--- config.mk ---
export PLATFORM = sky130hd
export DESIGN_NAME = refill_read_arbiter
export DESIGN_NICKNAME = d
export VERILOG_FILES = /design/src/rtl/refill_read_arbiter.sv
export SDC_FILE = /design/constraint.sdc
export NUM_CORES = 1
export LEC_CHECK = 0
export CORE_AREA = 2 2 339 341
export DETAILED_ROUTE_END_ITERATION = 12
export DIE_AREA = 0 0 341 343
export RECOVER_POWER = 100
export SYNTH_ARGS = -nofsm -noshare
export SYNTH_HDL_FRONTEND = slang
export SYNTH_SLANG_ARGS = --single-unit
--- constraint.sdc ---
create_clock -name clk -period 2.45 [get_ports clk]
set_clock_uncertainty 0.1 [all_clocks]
set_input_delay 0.245 -clock clk [delete_from_list [all_inputs] [get_ports clk]]
set_output_delay 0.245 -clock clk [all_outputs]
set_load 0.01 [all_outputs]
--- src/rtl/refill_read_arbiter.sv ---
// Refill read arbiter: shares one memory line-read channel between the
// ICache and DCache refill paths, one transaction in flight at a time.
module refill_read_arbiter #(
    parameter int ADDR_W = 32,
    parameter int LINE_W = 256
) (
    input  logic              clk,
    input  logic              rst,
    input  logic              ic_arvalid_i,
    input  logic [ADDR_W-1:0] ic_araddr_i,
    output logic              ic_arready_o,
    output logic              ic_rvalid_o,
    output logic [LINE_W-1:0] ic_rdata_o,
    input  logic              ic_rready_i,
    input  logic              dc_arvalid_i,
    input  logic [ADDR_W-1:0] dc_araddr_i,
    output logic              dc_arready_o,
    output logic              dc_rvalid_o,
    output logic [LINE_W-1:0] dc_rdata_o,
    input  logic              dc_rready_i,
    output logic              mem_arvalid_o,
    output logic [ADDR_W-1:0] mem_araddr_o,
    input  logic              mem_arready_i,
    input  logic              mem_rvalid_i,
    input  logic [LINE_W-1:0] mem_rdata_i,
    output logic              mem_rready_o,
    output logic              busy_o
);

    localparam int OFF = $clog2(LINE_W / 8);
    localparam logic OWN_IC = 1'b0;
    localparam logic OWN_DC = 1'b1;
    localparam logic [ADDR_W-1:0] LINE_MASK =
        {{(ADDR_W-OFF){1'b1}}, {OFF{1'b0}}};

    typedef enum logic [1:0] {
        S_IDLE,
        S_ADDR,
        S_DATA,
        S_RESP
    } state_t;

    state_t            r_state;
    state_t            w_state_nxt;
    logic              r_owner;
    logic              r_last;
    logic [ADDR_W-1:0] r_addr;
    logic [LINE_W-1:0] r_line;

    logic              w_ic_win;
    logic              w_dc_win;
    logic              w_grant;
    logic [ADDR_W-1:0] w_win_addr;
    logic              w_owner_rready;
    logic              w_resp;

    // Round-robin pick between the two requesters, only while idle
    always_comb begin
        w_ic_win = 1'b0;
        w_dc_win = 1'b0;
        if (r_state == S_IDLE && !rst) begin
            if (ic_arvalid_i && dc_arvalid_i) begin
                w_ic_win = (r_last == OWN_DC);
                w_dc_win = (r_last == OWN_IC);
            end else begin
                w_ic_win = ic_arvalid_i;
                w_dc_win = dc_arvalid_i;
            end
        end
        w_grant    = w_ic_win | w_dc_win;
        w_win_addr = (w_dc_win ? dc_araddr_i : ic_araddr_i) & LINE_MASK;
    end

    // Next-state decode of the transaction sequencer
    always_comb begin
        w_state_nxt    = r_state;
        w_owner_rready = (r_owner == OWN_DC) ? dc_rready_i : ic_rready_i;
        unique case (r_state)
            S_IDLE: if (w_grant) w_state_nxt = S_ADDR;
            S_ADDR: if (mem_arready_i) w_state_nxt = S_DATA;
            S_DATA: if (mem_rvalid_i) w_state_nxt = S_RESP;
            S_RESP: if (w_owner_rready) w_state_nxt = S_IDLE;
            default: w_state_nxt = S_IDLE;
        endcase
    end

    // State register; reset aborts any transaction in flight
    always_ff @(posedge clk) begin
        if (rst) begin
            r_state <= S_IDLE;
        end else begin
            r_state <= w_state_nxt;
        end
    end

    // Owner, round-robin history, address and line buffer capture
    always_ff @(posedge clk) begin
        if (rst) begin
            r_owner <= OWN_IC;
            r_last  <= OWN_DC;
            r_addr  <= '0;
            r_line  <= '0;
        end else begin
            if (w_grant) begin
                r_addr  <= w_win_addr;
                r_owner <= w_dc_win;
                r_last  <= w_dc_win;
            end
            if (r_state == S_DATA && mem_rvalid_i) begin
                r_line <= mem_rdata_i;
            end
        end
    end

    assign w_resp = (r_state == S_RESP);

    assign ic_arready_o  = w_ic_win;
    assign dc_arready_o  = w_dc_win;
    assign mem_arvalid_o = (r_state == S_ADDR);
    assign mem_araddr_o  = r_addr;
    assign mem_rready_o  = (r_state == S_DATA);
    assign busy_o        = (r_state != S_IDLE);

    assign ic_rvalid_o = w_resp && (r_owner == OWN_IC);
    assign dc_rvalid_o = w_resp && (r_owner == OWN_DC);
    assign ic_rdata_o  = ic_rvalid_o ? r_line : '0;
    assign dc_rdata_o  = dc_rvalid_o ? r_line : '0;

endmodule

Yosys cells after proc, flatten, opt, wreduce, memory -nomap -nowiden:

Cells that the tools add are included.

* bitwise operators: 3
* equal/unequal tests: 7
* reductions and logical operators: 9
* multiplexer cells: 13

Operators by type and width (number)
* 256-bit 2-to-1 mux: 2
* 32-bit 2-to-1 mux: 1
* 2-bit 2-to-1 mux: 4
* 2-bit one-hot mux with 4 select lines: 1
* 2-bit inequality test (second input constant): 3
* 1-bit logical AND: 5
* 1-bit 2-to-1 mux: 5
* 2-bit equality test (second input constant): 2
* 4-bit AND reduction: 1
* 2-bit by 1-bit equality test with 1-bit output (second input constant): 1
* 2-bit zero test: 1
* 2-bit by 1-bit inequality test with 1-bit output (second input constant): 1
* 1-bit NOT: 2
* 2-bit nonzero test: 1
* 1-bit zero test: 1
* 1-bit OR: 1

* word-level logic and storage cells: 37
* register bits after elaboration: 287
* bits of input ports: 328
* output and inout bits: 551

Depth between registers and ports, before layout:

* word-level depth: 6
* mapped depth: 8
* mapped depth without buffers: 6

Least setup slack after synthesis:

Ideal clock, no wire load.

* path kind: register to register
* from: register r_state[0]
* to: register r_addr[13], in the netlist mem_araddr_o[13]
* setup time: 0.128 ns
* data required time: 2.222 ns
* data arrival time: 1.616 ns
* buffers on the path: 2
* slack: 0.607 ns
* cell stages (with the launch flop): 9
* cell sequence: dfxtp_1 inv_1 ha_1 nor2b_1 and3_1 buf_2 buf_6 a222oi_1 nor2_1

* longest elaborated chain between the ends: 4

RTL lines
* from (decl): RTL line 43 `state_t r_state;`
* from (signal assigned): RTL line 92 `r_state <= w_state_nxt;`
* 2-bit zero test *: RTL line 61 `if (r_state == S_IDLE && !rst) begin`
* 1-bit logical AND *: RTL line 61
* 1-bit 2-to-1 mux: RTL line 61
* 32-bit 2-to-1 mux or 1-bit OR (tied branches): RTL line 71, 70
* to (signal assigned): RTL line 105 `r_addr <= w_win_addr;`
* to (decl): RTL line 47 `logic [ADDR_W-1:0] r_addr;`

Mark *: on every way between the ends. The rest lies on a longest branch, timed or not.
A chain may end at the register's enable or synchronous reset.

Worst setup path after layout:

* from: register r_state[1]
* to: output port ic_rdata_o[126]

* longest elaborated chain between the ends: 3

RTL lines
* 2-bit equality test: RTL line 115 `assign w_resp = (r_state == S_RESP);`
* 1-bit logical AND: RTL line 124 `assign ic_rvalid_o = w_resp && (r_owner == OWN_IC);`
* 256-bit 2-to-1 mux: RTL line 126 `assign ic_rdata_o = ic_rvalid_o ? r_line : '0;`
* to (decl): RTL line 13 `output logic [LINE_W-1:0] ic_rdata_o,`

No other way between the ends.

==> run metrics <==
first-pass GRT wire length=around 120 mm; setup ws final=-0.262 ns; maximum fanout along the worst path=7; post-detailed-route wirelength per cell=around 22 µm; Clock Sinks=around 290; worst slew pin tran=approximately 0.99 ns; flop2flop setup slack=~0.010 ns; failing checks=negative setup slack; vias per inst=approximately 4.0; die height=343 µm; Vias=17100; antenna violations before repair=30; CP max stage delay=0.34 ns; Critical-path top delay cell=dfxtp_2; final cell count without fillers=roughly 4300; area delta synth->final=110%; cells along the critical path=ha_4 -> nor2b_4 -> buf_12 -> buf_16 -> buf_12 -> buf_12 -> buf_12 -> clkbuf_16 -> and2_4 -> buf_6; met3 track demand over resource=under 10%; die width=about 340 µm; vias in the first global route=15800; Clock Latency Late Sink=between 0.5 and 0.6 ns; Final GP Congestion=0.819; static leakage=14.7 nW; Clock transition at path regs=roughly 0.060 ns; port bufs=between 800 and 900; DRT Pass-1 Iters=5; final period utilization=111%; critical path data arrival time=2.37 ns; largest buffer count on any clock path=3; share of cells above drive strength 1=about 28%; busiest grt layer=met2; Cells after Synth=about 1800; Routed Antenna Nets=0; Yosys reg bits=between 200 and 300; IO Count=879; grt total ovfl=0; GR met2 Demand/Resource=22.6%; WL final=93.2 mm; Total Power=between 15 and 20 mW; Crit Path Class=reg -> out; post-synth cell types=26; # fillers=around 12000; Power Density=between 500 and 600 nW/µm²; # nets final=approximately 3100; crit-path most repeated cell=buf_12; DIE AREA=117000 µm²; cts bufs inserted=39; Max Clock Freq=0.369 GHz; routing usage on met1=roughly 17%; DP Worst Slack=between 0.02 and 0.025 ns; Worst setup SP type=register; Worst setup EP type=primary output; Iter 0 DRT Violations=1220; DRC Markers=0; worst IR drop on VDD=~0.00035 V; TritonCTS clock tree=built; outcome=finished with violations; largest net degree at the start of global routing=approximately 150; Final Hold Viols=0; count of pins over their slew limit=0; Worst Hold Class=in -> reg; Yosys Warn Count=0; post-synthesis average cell area=about 7.3 µm²; cell area after synthesis=between 10000 and 15000 µm²; Tmin final=about 2.7 ns; Starting Density=about an eighth; Critical Path RT=between 2 and 2.5 ns; H-tree depth=2; GRT Util Overall=a little over an eighth; post-synthesis sequential area ratio=between 40 and 50%; Rows=between 100 and 150; final setup vio count=roughly 280; Root Buffer=clkbuf_16; dpl cells=approximately 4100; Max-slew headroom=between 30% and 40%; Max-Cap Viols=0; Core Area=between 100000 and 150000 µm²; DP Wirelength=~58 mm; RSZ-0062 raised after global routing=yes
## layout by cell type, fill, tap and decap left out, drive strengths merged, types with 2 or more instances in the layout
cell             n
and3           258
clkinvlp         4
clkbuf         161
bufbuf           3
clkinv           4
a21oi          259
ha               4
buf            407
nand2b           2
dfxtp          287
conb             5
nor2b            2
clkdlybuf4s50  317
inv              6
and2           258
dlymetal6s2s   176
nor2            29
a222oi          28
clkdlybuf4s15    3
dlygate4sd3     28
o21ai            2
dlygate4sd2     23
diode           11
nand2          514
## final timing paths
kind | from | endpoint | cells after the start
setup / recovery | r_state[1] | ic_rdata_o[126] | 10
setup reg to reg | r_state[0] | r_line[244] | 9
hold reg to reg | r_line[218] | r_line[218] | 2
hold / removal | mem_rdata_i[205] | r_line[205] | 3
## state kept, by name, summed over array words and instances (netlist names)
signal        flops
r_last            1
mem_araddr_o     27
r_state           2
r_line          256
r_owner           1
## kinds of logic (layout without fill, tap and decap cells)
family                   count (synthesis)  after routing  synth area share (%)
other                                    1             16                0.0277
buffers and inverters                  193           1133                  5.89
flip-flops                             287            287                  42.5
AO/OA/AOI/OAI                          293            293                  11.9
adder cells (fa/ha/maj)                  4              4                 0.370
multiplexers                             1              1                0.0740
AND/OR/NAND/NOR                       1065           1065                  39.2
## layout make-up
class	count	area [µm²]	area share (%)
clock buffers	55	1110	3.89
repair buffers	1063	11800	41.4
flip-flops and latches	287	5750	20.2
inverters	5	18.8	0.0660
clock inverters	10	100	0.352
well taps	1512	1890	6.65
diodes	11	27.5	0.0967
multi-input cells	1368	7790	27.4
## critical path: cells and delay by family, from the launching register on
| kind | cells | cell delay (ns) |
|---|---|---|
| fa+ha+maj | 1 | 0.17 |
| simple gates | 2 | 0.29 |
| buf+inv | 7 | 0.95 |
| flops | 1 | 0.34 |
## metrics by stage
| step | TNS (ns) | util (%) | instance area, µm² | hold WS [ns] |
|---|---|---|---|---|
| 3_3_place_gp | 0 | 21.3 | 24100 | 0.350 |
| 5_1_grt | -59.99 | 25.1 | 28400 | 0.0718 |
| 4_1_cts | -159.88 | 23.1 | 26200 | 0.0434 |
| 3_5_place_dp | 0 | 21.3 | 24100 | 0.353 |
| 2_1_floorplan | 0 | - | 13500 | 0.281 |
| 6_report | -26.31 | 25.1 | 28500 | 0.116 |
## metal layers
metal  share of wire (%)  wire, µm
met1                  42     39600
met2                  46     43200
met3                 7.9      7330
met4                 3.3      3050
met5               0.054        50
## Yosys cell counts
library cell / number / area share, %
ha_1: 4 / 0.37
nand2_1: 514 / 14
nor2b_1: 2 / 0.093
and2_1: 258 / 12
buf_2: 31 / 1.1
buf_4: 7 / 0.39
and3_1: 258 / 12
nand2b_1: 2 / 0.093
o21ai_0: 1 / 0.037
a21oi_1: 259 / 9.6
a21o_1: 1 / 0.056
clkbuf_1: 143 / 4.0
a211oi_1: 1 / 0.056
dfxtp_1: 287 / 42
buf_1: 6 / 0.17
o21bai_1: 1 / 0.056
buf_6: 1 / 0.083
a222oi_1: 28 / 2.1
inv_1: 5 / 0.14
or2_2: 1 / 0.046
o21ai_1: 1 / 0.037
nand3_1: 1 / 0.037
conb_1: 1 / 0.028
mux2i_1: 1 / 0.074
a31oi_1: 1 / 0.046
nor2_1: 29 / 0.80
## power by group
part	switching [mW]	internal (mW)	total, mW
registers	0.524	5.19	5.71
clock network	2.31	3.25	5.56
logic	2.73	2.40	5.13
## repair_timing
action / in CTS / in global routing
setup buffers: 43 / 64
pin swaps: 6 / 6
setup endpoints to repair: 518 / 494
hold buffers: 1 / 0
hold endpoints to repair: 12 / 0
resized for setup: 737 / 1045
gates cloned: 20 / 29
Power figures use the tool's default switching activity.
